File: src/rtl/arb_pkg.sv
// Shared types and helpers for the 4-way round-robin arbiter.
package arb_pkg;

   localparam int unsigned N_REQ = 4;
   localparam int unsigned IDX_W = 2;
   localparam int unsigned CNT_W = 8;

   typedef enum logic {
      IDLE  = 1'b0,
      GRANT = 1'b1
   } state_e;

   // Next requester index; the 2-bit width gives the 3->0 wrap for free.
   function automatic logic [IDX_W-1:0] ptr_inc(input logic [IDX_W-1:0] p);
      return p + IDX_W'(1);
   endfunction

endpackage

File: src/rtl/dec_2_4.sv
// 2-to-4 one-hot decoder with enable; all zeros when disabled.
module dec_2_4
   import arb_pkg::*;
(
   input  logic             en,
   input  logic [IDX_W-1:0] idx,
   output logic [N_REQ-1:0] y
);

   always_comb begin
      y = '0;
      if (en) y[idx] = 1'b1;
   end

endmodule

File: src/rtl/rr_arbiter_4.sv
// Four-requester round-robin arbiter with grant hold until release.
// Optional grant watchdog compiled in with `define ARB_TIMEOUT_EN.
module rr_arbiter_4
   import arb_pkg::*;
#(
   parameter int unsigned HOLD_MAX = 15
)(
   input  logic             clk,
   input  logic             rst,
   input  logic [N_REQ-1:0] req,
   input  logic             done,
   output logic [N_REQ-1:0] grant,
   output logic [IDX_W-1:0] grant_idx,
   output logic             grant_valid,
   output logic             timeout
);

   if (HOLD_MAX < 1 || HOLD_MAX > 255) begin : g_bad_hold_max
      $error("rr_arbiter_4: HOLD_MAX out of range 1..255");
   end

   state_e           state_q, state_d;
   logic [IDX_W-1:0] ptr_q, ptr_d;
   logic [IDX_W-1:0] grant_idx_q, grant_idx_d;
   logic             grant_valid_q, grant_valid_d;
   logic             timeout_q, timeout_d;

   logic [IDX_W-1:0] cand;
   logic [IDX_W-1:0] pick_idx;
   logic             pick_found;
   logic             release_c;
   logic             hold_hit;

   // First requesting index at or after the rotating pointer.
   always_comb begin
      cand       = '0;
      pick_idx   = ptr_q;
      pick_found = 1'b0;
      for (int k = 0; k < N_REQ; k++) begin
         cand = ptr_q + IDX_W'(k);
         if (!pick_found && req[cand]) begin
            pick_found = 1'b1;
            pick_idx   = cand;
         end
      end
   end

   assign release_c = done || !req[grant_idx_q];

`ifdef ARB_TIMEOUT_EN
   logic [CNT_W-1:0] hold_cnt_q, hold_cnt_d;

   // Counts GRANT cycles; sits at zero in IDLE so every grant starts fresh.
   always_comb begin
      hold_cnt_d = '0;
      if (state_q == GRANT) hold_cnt_d = hold_cnt_q + CNT_W'(1);
   end

   always_ff @(posedge clk) begin
      if (rst) hold_cnt_q <= '0;
      else     hold_cnt_q <= hold_cnt_d;
   end

   assign hold_hit = (hold_cnt_q + CNT_W'(1)) == CNT_W'(HOLD_MAX);
`else
   assign hold_hit = 1'b0;
`endif

   always_comb begin
      state_d       = state_q;
      ptr_d         = ptr_q;
      grant_idx_d   = grant_idx_q;
      grant_valid_d = grant_valid_q;
      timeout_d     = 1'b0;
      unique case (state_q)
         IDLE: begin
            if (pick_found) begin
               grant_idx_d   = pick_idx;
               grant_valid_d = 1'b1;
               state_d       = GRANT;
            end
         end
         GRANT: begin
            // A normal release outranks the watchdog on the same cycle.
            if (release_c || hold_hit) begin
               grant_valid_d = 1'b0;
               ptr_d         = ptr_inc(grant_idx_q);
               state_d       = IDLE;
               timeout_d     = !release_c;
            end
         end
         default: state_d = IDLE;
      endcase
   end

   always_ff @(posedge clk) begin
      if (rst) begin
         state_q       <= IDLE;
         ptr_q         <= '0;
         grant_idx_q   <= '0;
         grant_valid_q <= 1'b0;
         timeout_q     <= 1'b0;
      end else begin
         state_q       <= state_d;
         ptr_q         <= ptr_d;
         grant_idx_q   <= grant_idx_d;
         grant_valid_q <= grant_valid_d;
         timeout_q     <= timeout_d;
      end
   end

   dec_2_4 u_dec (
      .en  (grant_valid_q),
      .idx (grant_idx_q),
      .y   (grant)
   );

   assign grant_idx   = grant_idx_q;
   assign grant_valid = grant_valid_q;
   assign timeout     = timeout_q;

endmodule

File: config.mk
export PLATFORM = sky130hd
export DESIGN_NAME = rr_arbiter_4
export DESIGN_NICKNAME = d
export VERILOG_FILES = /design/src/rtl/arb_pkg.sv /design/src/rtl/dec_2_4.sv /design/src/rtl/rr_arbiter_4.sv
export SDC_FILE = /design/constraint.sdc
export NUM_CORES = 1
export LEC_CHECK = 0
export CAP_MARGIN = 10
export CELL_PAD_IN_SITES_DETAIL_PLACEMENT = 0
export CELL_PAD_IN_SITES_GLOBAL_PLACEMENT = 1
export CORE_AREA = 2 2 39 41
export CTS_BUF_LIST = sky130_fd_sc_hd__clkbuf_8
export DETAILED_ROUTE_END_ITERATION = 10
export DIE_AREA = 0 0 41 43
export PLACE_DENSITY_LB_ADDON = 0.1
export SLEW_MARGIN = 20
export SYNTH_ARGS = -nofsm -noshare
export SYNTH_HDL_FRONTEND = slang
export SYNTH_SLANG_ARGS = --single-unit
export TNS_END_PERCENT = 50
File: constraint.sdc
create_clock -name clk -period 3.75 [get_ports clk]
set_clock_uncertainty 0.05 [all_clocks]
set_input_delay 0.75 -clock clk [delete_from_list [all_inputs] [get_ports clk]]
set_output_delay 0.75 -clock clk [all_outputs]
set_load 0.01 [all_outputs]
Word level (Yosys, flattened, before mapping)
Index checks and enable logic that the tools add are counted.
{ "op_classes": {"n_lt_le_gt_ge": 6, "mul": 0, "addsub": 4, "div_mod_pow": 0, "n_reduce_logical": 14, "shift": 0, "muxes": 26, "n_eq_ne": 2, "bitwise": 2} }
{ "ops": {"columns": ["operator", "count"], "rows": [
  ["2-bit by 3-bit < comparator with 1-bit output, second input constant", 5],
  ["1-bit two-way mux", 14],
  ["1-bit binary-select mux with 2-bit select", 5],
  ["2-bit two-way mux", 3],
  ["2-bit AND reduction", 3],
  ["1-bit logical NOT", 5],
  ["2-bit by 1-bit adder with 2-bit output, second input constant", 2],
  ["2-bit adder, second input constant", 2],
  ["1-bit logical AND", 4],
  ["4-bit two-way mux", 1],
  ["1-bit case mux with 2 select lines", 2],
  ["3-bit OR reduction", 1],
  ["1-bit demux with 2-bit select", 1],
  ["2-bit by 1-bit >= comparator with 1-bit output, second input constant", 1],
  ["2-bit by 1-bit != test with 1-bit output, second input constant", 1],
  ["2-bit != test, second input constant", 1],
  ["1-bit NOT", 2],
  ["1-bit logical OR", 1]
]} }
{ "totals": {"elab_cells": 59, "ram_bits": 0, "n_memories": 0, "out_inout_bits": 8, "regBits": 7, "rom_bits": 0, "latchBits": 0} }

Logic depth before layout (Yosys ltp)
{ "depth": {"word_depth": 14, "mapped_depth": 4, "ltp_nobuf": 4} }

Cells and area by module
From an unflattened synthesis, not the netlist that was laid out.
{ "unflattened": {"hier_cells": 47, "area_unflattened_um2": 406.6} }
{ "modules_own_cells": {"columns": ["module", "area_each_um2", "cells_each", "instances", "seq_area_each_um2"], "rows": [
  ["rr_arbiter_4", 369.1, 43, 1, 140.1],
  ["dec_2_4", 37.5, 4, 1, 0.0]
]} }

Worst setup path before layout
OpenSTA, ideal clock, no wires.
{ "synth_path": {"path_kind": "register to output", "startpoint": "register grant_idx_q[1], in the netlist grant_idx[1]", "endpoint": "output port grant[1]", "setup_slack_ns": 2.038, "stages_incl_launch_ff": 4, "arrival_time_ns": 0.912, "path_cell_list": "dfxtp_1 > inv_1 > ha_1 > and2_1"} }
{ "synth_between": {"elab_chain_len": 5, "word_cells_on_any_way": 6} }
{ "synth_lines": {"columns": ["element", "line_no", "rtl"], "rows": [
  ["start: declaration", "rr_arbiter_4.sv:24", "logic [IDX_W-1:0] grant_idx_q, grant_idx_d;"],
  ["start signal: assignment", "rr_arbiter_4.sv:106", "grant_idx_q <= grant_idx_d;"],
  ["2-bit by 3-bit < comparator with 1-bit output (implied by the code) or 2-bit by 1-bit >= comparator with 1-bit output (tied branches)", "dec_2_4.sv:12", "if (en) y[idx] = 1'b1;"],
  ["1-bit logical AND (implied by the code)", "dec_2_4.sv:12", null],
  ["1-bit two-way mux (implied by the code)", "dec_2_4.sv:12", null],
  ["1-bit demux with 2-bit select *", null, null],
  ["4-bit two-way mux *", "dec_2_4.sv:12", null],
  ["end: declaration", "rr_arbiter_4.sv:12", "output logic [N_REQ-1:0] grant,"]
]} }
Every way passes the cells marked *; elsewhere a longest branch is shown, timed or not.

Final worst setup path
{ "layout_path": {"startpoint": "register grant_idx_q[0], in the netlist grant_idx[0]", "endpoint": "output port grant[2]"} }
Same word-level chain as after synthesis.

==> flow_metrics.py <==
metrics = {
    "setup_path": {
        "path_max_fanout": 7,
        "crit_path_start_kind": "flop",
        "critical_path_class": "flop to output pin",
        "crit_arrival_ps": 1610,
        "crit_path_end_kind": "output pin",
        "cp.required_ps": 2950,
    },
    "global_route": {
        "grt_use_met3_pct": 6.28,
        "grt_max_degree": 8,
        "grt_pass1_vias": 343,
        "overflow": 0,
        "antenna_found_initial": 0,
        "met1_usage_pct": 14.6,
        "grt_first_pass_wirelength_mm": 1.44,
        "grtUsageMet2_pct": 18.1,
        "grt-busiest-layer": "met2",
        "grt.total_usage_pct": 12.5,
    },
    "synth": {
        "yosys.area.top_type_share_pct": 32.2,
        "yosysTopAreaCell": "dfxtp_1",
        "ys_types": 21,
        "postSynthCellCount": 52,
        "synth_area_per_cell_um2": 8.37,
        "syn_nets": 63,
        "ys_ff_latch": 7,
        "synthTopCellsByArea": "dfxtp_1, ha_1, mux2i_1, nor2_1, and2_1",
        "synth_warnings": 0,
        "synth_seq_area_share_pct": 32.2,
        "syn_area_um2": 435,
    },
    "routing": {
        "drt_iter0_markers": 7,
        "firstDrtPassIters": 2,
        "num_vias": 407,
        "drc": 0,
        "wirelength_um": 893,
        "vias_per_cell": 4.73,
        "postRouteAntennaNets": 0,
        "wire_per_inst_um": 10.4,
    },
    "final_layout": {
        "fin_cells": 86,
        "layout_common_cells": "clkdlybuf4s50_1, nor2_1, dfxtp_1",
        "nets": 82,
        "design_area_um2": 641,
        "drive_gt1_share_pct": 8.57,
        "diodes": 0,
        "area_delta_synth_final_pct": 47.1,
        "final_common_cell": "clkdlybuf4s50_1",
    },
    "sta": {
        "fmax_mhz": 415,
        "final_hold_viol_count": 0,
        "fin_crit_ps": 2410,
        "period_share_pct": 64.2,
        "finalSetupViolations": 0,
        "grt_setup_unrepaired": "no",
        "slew_viol_final": 0,
        "finalSetupTns_ps": 0,
        "holdWs_ps": 482,
    },
    "clock_network": {
        "cts_tree": "built",
        "clkSinkCount": 7,
        "cts-resized-gates": 0,
        "cts.hold.buffers_added": 0,
        "cts_root_buffer": "clkbuf_8",
        "clk_pin_slew_ps": 40,
        "insertion_delay_ps": 230,
        "cts_max_path_buffers": 2,
        "cts_buffers": 3,
        "post_cts_buffers": 0,
        "h-tree-depth": 1,
    },
    "floorplan": {
        "coreArea_um2": 1380,
        "io_pins": 15,
        "start_util_pct": 31.5,
        "die_h_um": 43,
        "num_rows": 14,
        "die_area_um2": 1760,
        "die_w_um": 41,
    },
    "place": {
        "post-place-cells": 82,
        "placed_area_um2": 596,
        "gp_congestion": 0.770,
        "numPortBuffers": 14,
        "post-dp-hpwl_um": 714,
    },
    "power": {
        "power_mw": 0.248,
        "power.density_nw_per_um2": 386,
        "p_leak_nw": 0.261,
        "vdd_drop_max_uv": 224,
    },
    "outcome": {
        "status": "finished clean",
    },
    "min_path": {
        "hold_path.class": "flop to flop",
    },
    "job": {
        "drv_cap": 0,
    },
}
critical path, cell delays in order, from the launching register on:
cell             delay, ps
dfxtp_1                440
inv_1                  120
ha_1                   200
and2_1                 150
clkdlybuf4s50_1        470
logic make-up (layout without fill, tap and decap cells):
kind of cell | after synthesis | count (layout) | synth area share, %
compound gates | 9 | 9 | 13.8
simple gates | 25 | 25 | 30.7
other cells | 1 | 1 | 0.861
mux | 4 | 4 | 9.20
flops | 7 | 7 | 32.2
fa+ha+maj | 4 | 4 | 11.5
buf+inv | 2 | 20 | 1.72
synth_stat cells:
cell type	n
a311oi_1	1
a21oi_1	3
conb_1	1
and2_1	4
o21ai_0	3
nor2b_1	3
dfxtp_1	7
or2_2	1
inv_1	2
nor3b_1	1
o22ai_1	1
mux2i_1	4
ha_1	4
nor3_1	2
nor2_1	9
nor4_1	1
o221ai_2	1
nand2b_1	1
or4_1	1
nand2_1	1
and2b_2	1
metal layers:
layer / routed length (µm) / share of wire [%]
met4: 15 / 1.7
met1: 396 / 44
met3: 63 / 7.1
met2: 418 / 47
met5: 0 / 0
report_power, final:
part           switching (mW)  internal [mW]  leakage [nW]
Sequential            0.00915         0.0817        0.0581
Combinational          0.0238         0.0310         0.176
Clock                  0.0312         0.0706        0.0269
final cells by class:
class,instances,area (µm²)
repair buffers,14,140
clock inverters,1,3.75
flip-flops and latches,7,140
multi-input cells,43,288
inverters,2,7.51
fillers,143,743
well taps,16,20.0
clock buffers,3,41.3
through the flow:
stage                     utilization (%)  setup slack, ps
final                                46.3             1340
after global routing                 46.3             1220
after floorplan                         -             2040
after detailed placement             43.0             1440
after CTS                            46.3             1320
after global placement               43.0             1500
final timing paths:
kind         slack [ps]  cells past startpoint                    end                       from
max                1340                      4               grant[2]  grant_idx[0]$_SDFFE_PP0P_
min                 480                      2  ptr_q[0]$_SDFFE_PP0P_      ptr_q[0]$_SDFFE_PP0P_
max reg2reg        2330                      4  ptr_q[0]$_SDFFE_PP0P_  grant_idx[0]$_SDFFE_PP0P_
min reg2reg         480                      2  ptr_q[0]$_SDFFE_PP0P_      ptr_q[0]$_SDFFE_PP0P_
state kept, by name, summed over array words and instances (netlist names):
name         count
grant_idx        2
ptr_q            2
timeout          1
state_q          1
grant_valid      1
(Power assumes the default switching activity.)
